**src/rtl/mvm_output_buffer.sv**
```systemverilog
// Output FIFO for the matrix-vector multiplier: buffers accumulated results,
// optionally clamps negatives to zero and tags the last element of each vector.
module mvm_output_buffer #(
    parameter int unsigned M     = 12,
    parameter int unsigned W     = 28,
    parameter int unsigned DEPTH = 4,
    parameter bit          RELU  = 1'b0
) (
    input  logic                       clk,
    input  logic                       reset,
    input  logic [W-1:0]               in_data,
    input  logic                       in_valid,
    output logic                       in_ready,
    output logic [W-1:0]               out_data,
    output logic                       out_valid,
    input  logic                       out_ready,
    output logic                       out_last,
    output logic [$clog2(DEPTH+1)-1:0] count
);

    localparam int unsigned PtrW = $clog2(DEPTH);
    localparam int unsigned CntW = $clog2(DEPTH + 1);
    localparam int unsigned IdxW = (M > 1) ? $clog2(M) : 1;

    logic [W:0]      mem_q [DEPTH];
    logic [PtrW-1:0] wr_ptr_q, wr_ptr_d;
    logic [PtrW-1:0] rd_ptr_q, rd_ptr_d;
    logic [CntW-1:0] count_q, count_d;
    logic [IdxW-1:0] idx_q, idx_d;
    // Holds in_ready low until the first edge after reset release.
    logic            run_q;

    logic            push;
    logic            pop;
    logic            last_flag;
    logic [W-1:0]    wr_data;

    always_comb begin
        in_ready  = run_q && (count_q < CntW'(DEPTH));
        out_valid = (count_q != '0);
        push      = in_valid && in_ready;
        pop       = out_valid && out_ready;
        last_flag = (idx_q == IdxW'(M - 1));
        wr_data   = (RELU && in_data[W-1]) ? '0 : in_data;

        out_data  = out_valid ? mem_q[rd_ptr_q][W-1:0] : '0;
        out_last  = out_valid ? mem_q[rd_ptr_q][W] : 1'b0;
        count     = count_q;

        wr_ptr_d  = wr_ptr_q;
        rd_ptr_d  = rd_ptr_q;
        idx_d     = idx_q;
        count_d   = count_q;

        if (push) begin
            wr_ptr_d = wr_ptr_q + PtrW'(1);
            idx_d    = last_flag ? '0 : idx_q + IdxW'(1);
        end
        if (pop) begin
            rd_ptr_d = rd_ptr_q + PtrW'(1);
        end

        unique case ({push, pop})
            2'b10:   count_d = count_q + CntW'(1);
            2'b01:   count_d = count_q - CntW'(1);
            default: count_d = count_q;
        endcase
    end

    always_ff @(posedge clk or negedge reset) begin
        if (!reset) begin
            wr_ptr_q <= '0;
            rd_ptr_q <= '0;
            count_q  <= '0;
            idx_q    <= '0;
            run_q    <= 1'b0;
        end else begin
            wr_ptr_q <= wr_ptr_d;
            rd_ptr_q <= rd_ptr_d;
            count_q  <= count_d;
            idx_q    <= idx_d;
            run_q    <= 1'b1;
        end
    end

    // Storage is deliberately left unreset; out_valid gates what is visible.
    always_ff @(posedge clk) begin
        if (push) begin
            mem_q[wr_ptr_q] <= {last_flag, wr_data};
        end
    end

endmodule
```
**config.mk**
```make
export PLATFORM = sky130hd
export DESIGN_NAME = mvm_output_buffer
export DESIGN_NICKNAME = d
export VERILOG_FILES = /design/src/rtl/mvm_output_buffer.sv
export SDC_FILE = /design/constraint.sdc
export NUM_CORES = 1
export LEC_CHECK = 0
export CAP_MARGIN = 20
export CELL_PAD_IN_SITES_DETAIL_PLACEMENT = 0
export CELL_PAD_IN_SITES_GLOBAL_PLACEMENT = 2
export CORE_AREA = 5 5 112 114
export DETAILED_ROUTE_END_ITERATION = 8
export DIE_AREA = 0 0 117 119
export GPL_TIMING_DRIVEN = 0
export PLACE_DENSITY_LB_ADDON = 0.05
export SLEW_MARGIN = 40
export SYNTH_ARGS = -nofsm -noshare
export SYNTH_HDL_FRONTEND = slang
export SYNTH_SLANG_ARGS = --single-unit
```
**constraint.sdc**
```tcl
create_clock -name clk -period 3.8 [get_ports clk]
set_input_delay 0.76 -clock clk [delete_from_list [all_inputs] [get_ports clk]]
set_output_delay 0.76 -clock clk [all_outputs]
set_load 0.01 [all_outputs]
```
Word level (Yosys, flattened, before mapping):

Memory sizes are Yosys's and may differ from the RTL's.
Cells that the tools add are included.

* bits in registers: 12
* latch bits: 0
* RAM bits: 116
* memory bits (read-only): 0
* output and inout port bits: 34
* word-level logic and storage cells: 26
* memories kept: 1

Memory list
* mem_q: words 4, width 29, rd ports 1, clocked after memory_dff 0, wr ports 1, line 25 `logic [W:0] mem_q [DEPTH];`

* add/subtract/negate cells: 5
* multiply operators: 0
* div/mod/pow operators: 0
* order comparisons: 1
* eq/ne operators: 3
* shift operators: 0
* multiplexer cells: 6
* bitwise gates (word level): 0
* reductions and logical operators: 5

Operators by type and width (count)
* $mux 28: 1
* $pmux 3 s2: 1
* $add 2x1->2 const B: 2
* $add 4x1->4 const B: 1
* $eq 4x4->1 const B: 1
* $mux 4: 1
* $add 3x1->3 const B: 1
* $logic_and 1x1->1: 3
* $lt 3x3->1 const B: 1
* $mux 1: 3
* $reduce_bool 3->1: 1
* $sub 3x1->3 const B: 1
* $eq 2x1->1 const B: 1
* $eq 2x2->1 const B: 1
* $reduce_bool 2->1: 1

Logic depth before layout (Yosys ltp):

* word-level depth: 5
* mapped depth: 9

Least setup slack after synthesis:

OpenSTA, ideal clock, no wires.

* kind: in2reg
* start: in in_valid
* end: reg count_q[2] (netlist: count[2])
* library setup time: 79 ps
* data arrival time: 2169 ps
* setup slack: 1551 ps
* stages: 9
* cells stage by stage: and3b_1 > buf_2 > inv_1 > ha_1 > inv_1 > fa_1 > xor2_1 > nor2_1 > xor2_1

* longest elaborated chain between the ends: 3
* elaborated cells between the ends (all ways): 5
* classes of those cells: 2 x eq/ne; 1 x mux; 2 x reduce/logical

Ends and longest elaborated chain
* start, declared: line 12 `input logic in_valid,`
* $logic_and 1x1->1 (*): line 41 `push = in_valid && in_ready;`
* $eq 2x1->1 or $eq 2x2->1 (tied branches): line 63 `unique case ({push, pop})`
* $pmux 3 s2 or $reduce_bool 2->1 (tied branches)
* end signal, assigned: line 80 `count_q <= count_d;`
* end, declared: line 28 `logic [CntW-1:0] count_q, count_d;`

Mark *: on every way between the ends. The rest lies on a longest branch, timed or not.
A chain may end at the register's enable or synchronous reset.

Final worst setup path:

* start: reg rd_ptr_q[1]
* end: out out_data[16]

* longest elaborated chain between the ends: 2

Ends and longest elaborated chain
* start, declared: line 27 `logic [PtrW-1:0] rd_ptr_q, rd_ptr_d;`
* start signal, assigned: line 79 `rd_ptr_q <= rd_ptr_d;`
* $mem_v2 4x29
* $mux 28: line 46 `out_data = out_valid ? mem_q[rd_ptr_q][W-1:0] : '0;`
* end, declared: line 14 `output logic [W-1:0] out_data,`

Every way passes these cells.

==> qor.yml <==
cts_sinks: 128
switching_power_mw: 1.290
grt_pass1_wl_um: 14040
layout_commonest_cell: "edfxtp_1"
post-route-period-util_pct: 81.23
placementRows: 39
overflow: 0
crit_type: "flip-flop to primary output"
end_kind: "primary output"
hp-class: "flip-flop to flip-flop"
viasPerCell: 4.973
layout_common_cells: "edfxtp_1, clkdlybuf4s50_1, and2_1"
cts_tree: "done"
cp.arrival_ns: 2.33
h-tree-depth: 4
met2_usage_pct: 21.55
grt_pass1_vias: 2562
sw_frac_of_total_pct: 26.11
num_vias: 2412
synth_area_mm2: 0.005024
firstDrtPassIters: 4
synth-seq-cells: 128
dieArea_mm2: 0.01392
drtIter0Drc: 113
cp-startpoint: "rd_ptr_q[1]$_DFFE_PN0P_"
slew_viol_final: 0
yosys_warnings: 0
clkTransAtPathRegs_ns: 0.05
setup_slack_ns: 0.7132
grt_use_total_pct: 13.74
power_density_mw_per_mm2: 761.3
p_comb_share_pct: 32.8
use_met3_pct: 4.767
cp_max_fo: 10
utilization_pct: 57.34
fin_crit_ns: 3.087
synth-seq-area-share_pct: 75.32
reg2reg_from: "count[2]$_DFFE_PN0P_"
layout-drive-gt1-share_pct: 19.88
gp_congestion: 0.6486
dp_worst_setup_slack_ns: 0.9729
dp_hpwl_um: 5457
final-hold-violation-count: 0
final_nets: 369
root_buffer: "clkbuf_16"
syn2layout_area_growth_pct: 29.22
ctsResizeCount: 0
syn_area_per_cell_um2: 20.59
fp.dieW_um: 117
clk_latency_ns: 0.40
worstPathRequired_ns: 3.04
status: "finished, final reports clean"
fin_setup_tns_ns: 0
tightest_slew_ns: 0.6409
diodes: 0
route.detailed.drc: 0
top_usage_layer: "met2"
ios: 66
slew_headroom_pct: 57.28
cts_hold_buf: 0
syn-instance-count: 244
timing.fmax_ghz: 0.3240
wirelength_um: 8692
synth_cell_type_count: 27
cts_setup_buffers: 0
cts.path.max_buffers: 2
antenna_found_initial: 0
initial_core_util_pct: 44.37
yosys.area.top_type: "edfxtp_1"
clkPwrFrac_pct: 31.4
hold-worst-slack_ns: 0.5106
max_cap_viol_count: 0
numCtsBuffers: 17
skew_ns: 0.005674
die_y_um: 119
synth.area.top_cells: "edfxtp_1, mux4_2, dfrtp_1"
setup_viol: 0
routedWlPerCell_um: 17.92
p_int_mw: 3.652
startpoint_type: "flip-flop"
port_buffers: 65
synth_top_area_share_pct: 69.34
p_leak_nw: 2.216
rsz0062_at_grt: "false"
synth_nets: 283
ant_nets: 0
met1_usage_pct: 17.88
core_area_mm2: 0.01132
power_frac_seq_pct: 35.8
peakVddDrop_mv: 0.3821
hp-start: "idx_q[1]$_DFFE_PN0P_"
grt_max_degree: 30
cells by family after synthesis:
logic type / synth area share [%]
flops: 75.32
mux: 13.50
other cells: 0.07465
compound gates: 0.5231
simple gates: 5.928
fa+ha+maj: 1.893
xor+xnor: 1.046
buf+inv: 1.718
area by class of cell:
cell class                      count  area, um^2
Clock buffer                       18       429.2
Inverter                            6       22.52
Sequential cell                   128        3784
Timing Repair Buffer               67       705.7
Clock inverter                     13       146.4
Tap cell                          143       178.9
Fill cell                         924        4830
Multi-Input combinational cell    100        1161
Buffer                             10       63.81
cells in the mapped netlist:
cell / instances
mux2i_1: 1
mux2_2: 1
ha_1: 6
mux4_2: 28
clkbuf_1: 4
nand2b_1: 1
nor2_1: 3
nor3_1: 1
nand3_1: 2
dfrtp_1: 12
nor2b_1: 1
conb_1: 1
and2_1: 34
xor2_1: 3
nand2_1: 6
inv_1: 6
and3b_1: 2
fa_1: 1
o21ai_0: 2
buf_2: 3
mux4_1: 1
buf_6: 3
o311ai_1: 1
edfxtp_1: 116
a21o_1: 1
or3_1: 1
xnor2_1: 3
path summary, 6_finish.rpt:
| kind | to | slack (ns) | cells past startpoint |
|---|---|---|---|
| setup / recovery | out_data[16] | 0.71 | 4 |
| setup reg to reg | count[2]$_DFFE_PN0P_ | 1.72 | 9 |
| hold reg to reg | idx_q[1]$_DFFE_PN0P_ | 0.51 | 2 |
| max in group asynchronous | idx_q[2]$_DFFE_PN0P_ | 2.70 | 1 |
| hold / removal | idx_q[1]$_DFFE_PN0P_ | 0.51 | 2 |
| min in group asynchronous | rd_ptr_q[1]$_DFFE_PN0P_ | 0.73 | 1 |
state kept, by name, indices dropped and copies added (netlist names):
register / flops
count: 3
idx_q: 4
mem_q: 116
rd_ptr_q: 2
run_q: 1
wr_ptr_q: 2
metrics by stage:
| stage | power [mW] | area, um^2 | cells |
|---|---|---|---|
| floorplan | 2.725 | 5024 | 244 |
| global placement | 3.444 | 5853 | 452 |
| detailed placement | 3.465 | 5916 | 454 |
| CTS | 5.036 | 6491 | 485 |
| global route | 5.234 | 6491 | 485 |
| finish | 4.942 | 6491 | 485 |
layer usage:
layer  vias up  wire [um]
li1       1131          -
met1      1219       3758
met2        52       4447
met3        10        395
met4         0         91
met5         -          0
power groups by stage:
stage | Sequential [mW] | Combinational (mW) | Clock [mW]
6_report | 1.77 | 1.62 | 1.55
5_1_grt | 1.79 | 1.78 | 1.67
4_1_cts | 1.77 | 1.67 | 1.59
3_5_place_dp | 1.80 | 1.66 | 0
3_3_place_gp | 1.80 | 1.64 | 0
2_1_floorplan | 1.79 | 0.935 | 0
worst max-delay path, cell delays in order (launching register included):
cell,delay (ns)
dfrtp_1,0.37
clkbuf_1,0.51
mux4_2,0.39
and2_1,0.18
clkdlybuf4s50_1,0.48
(Power assumes the default switching activity.)
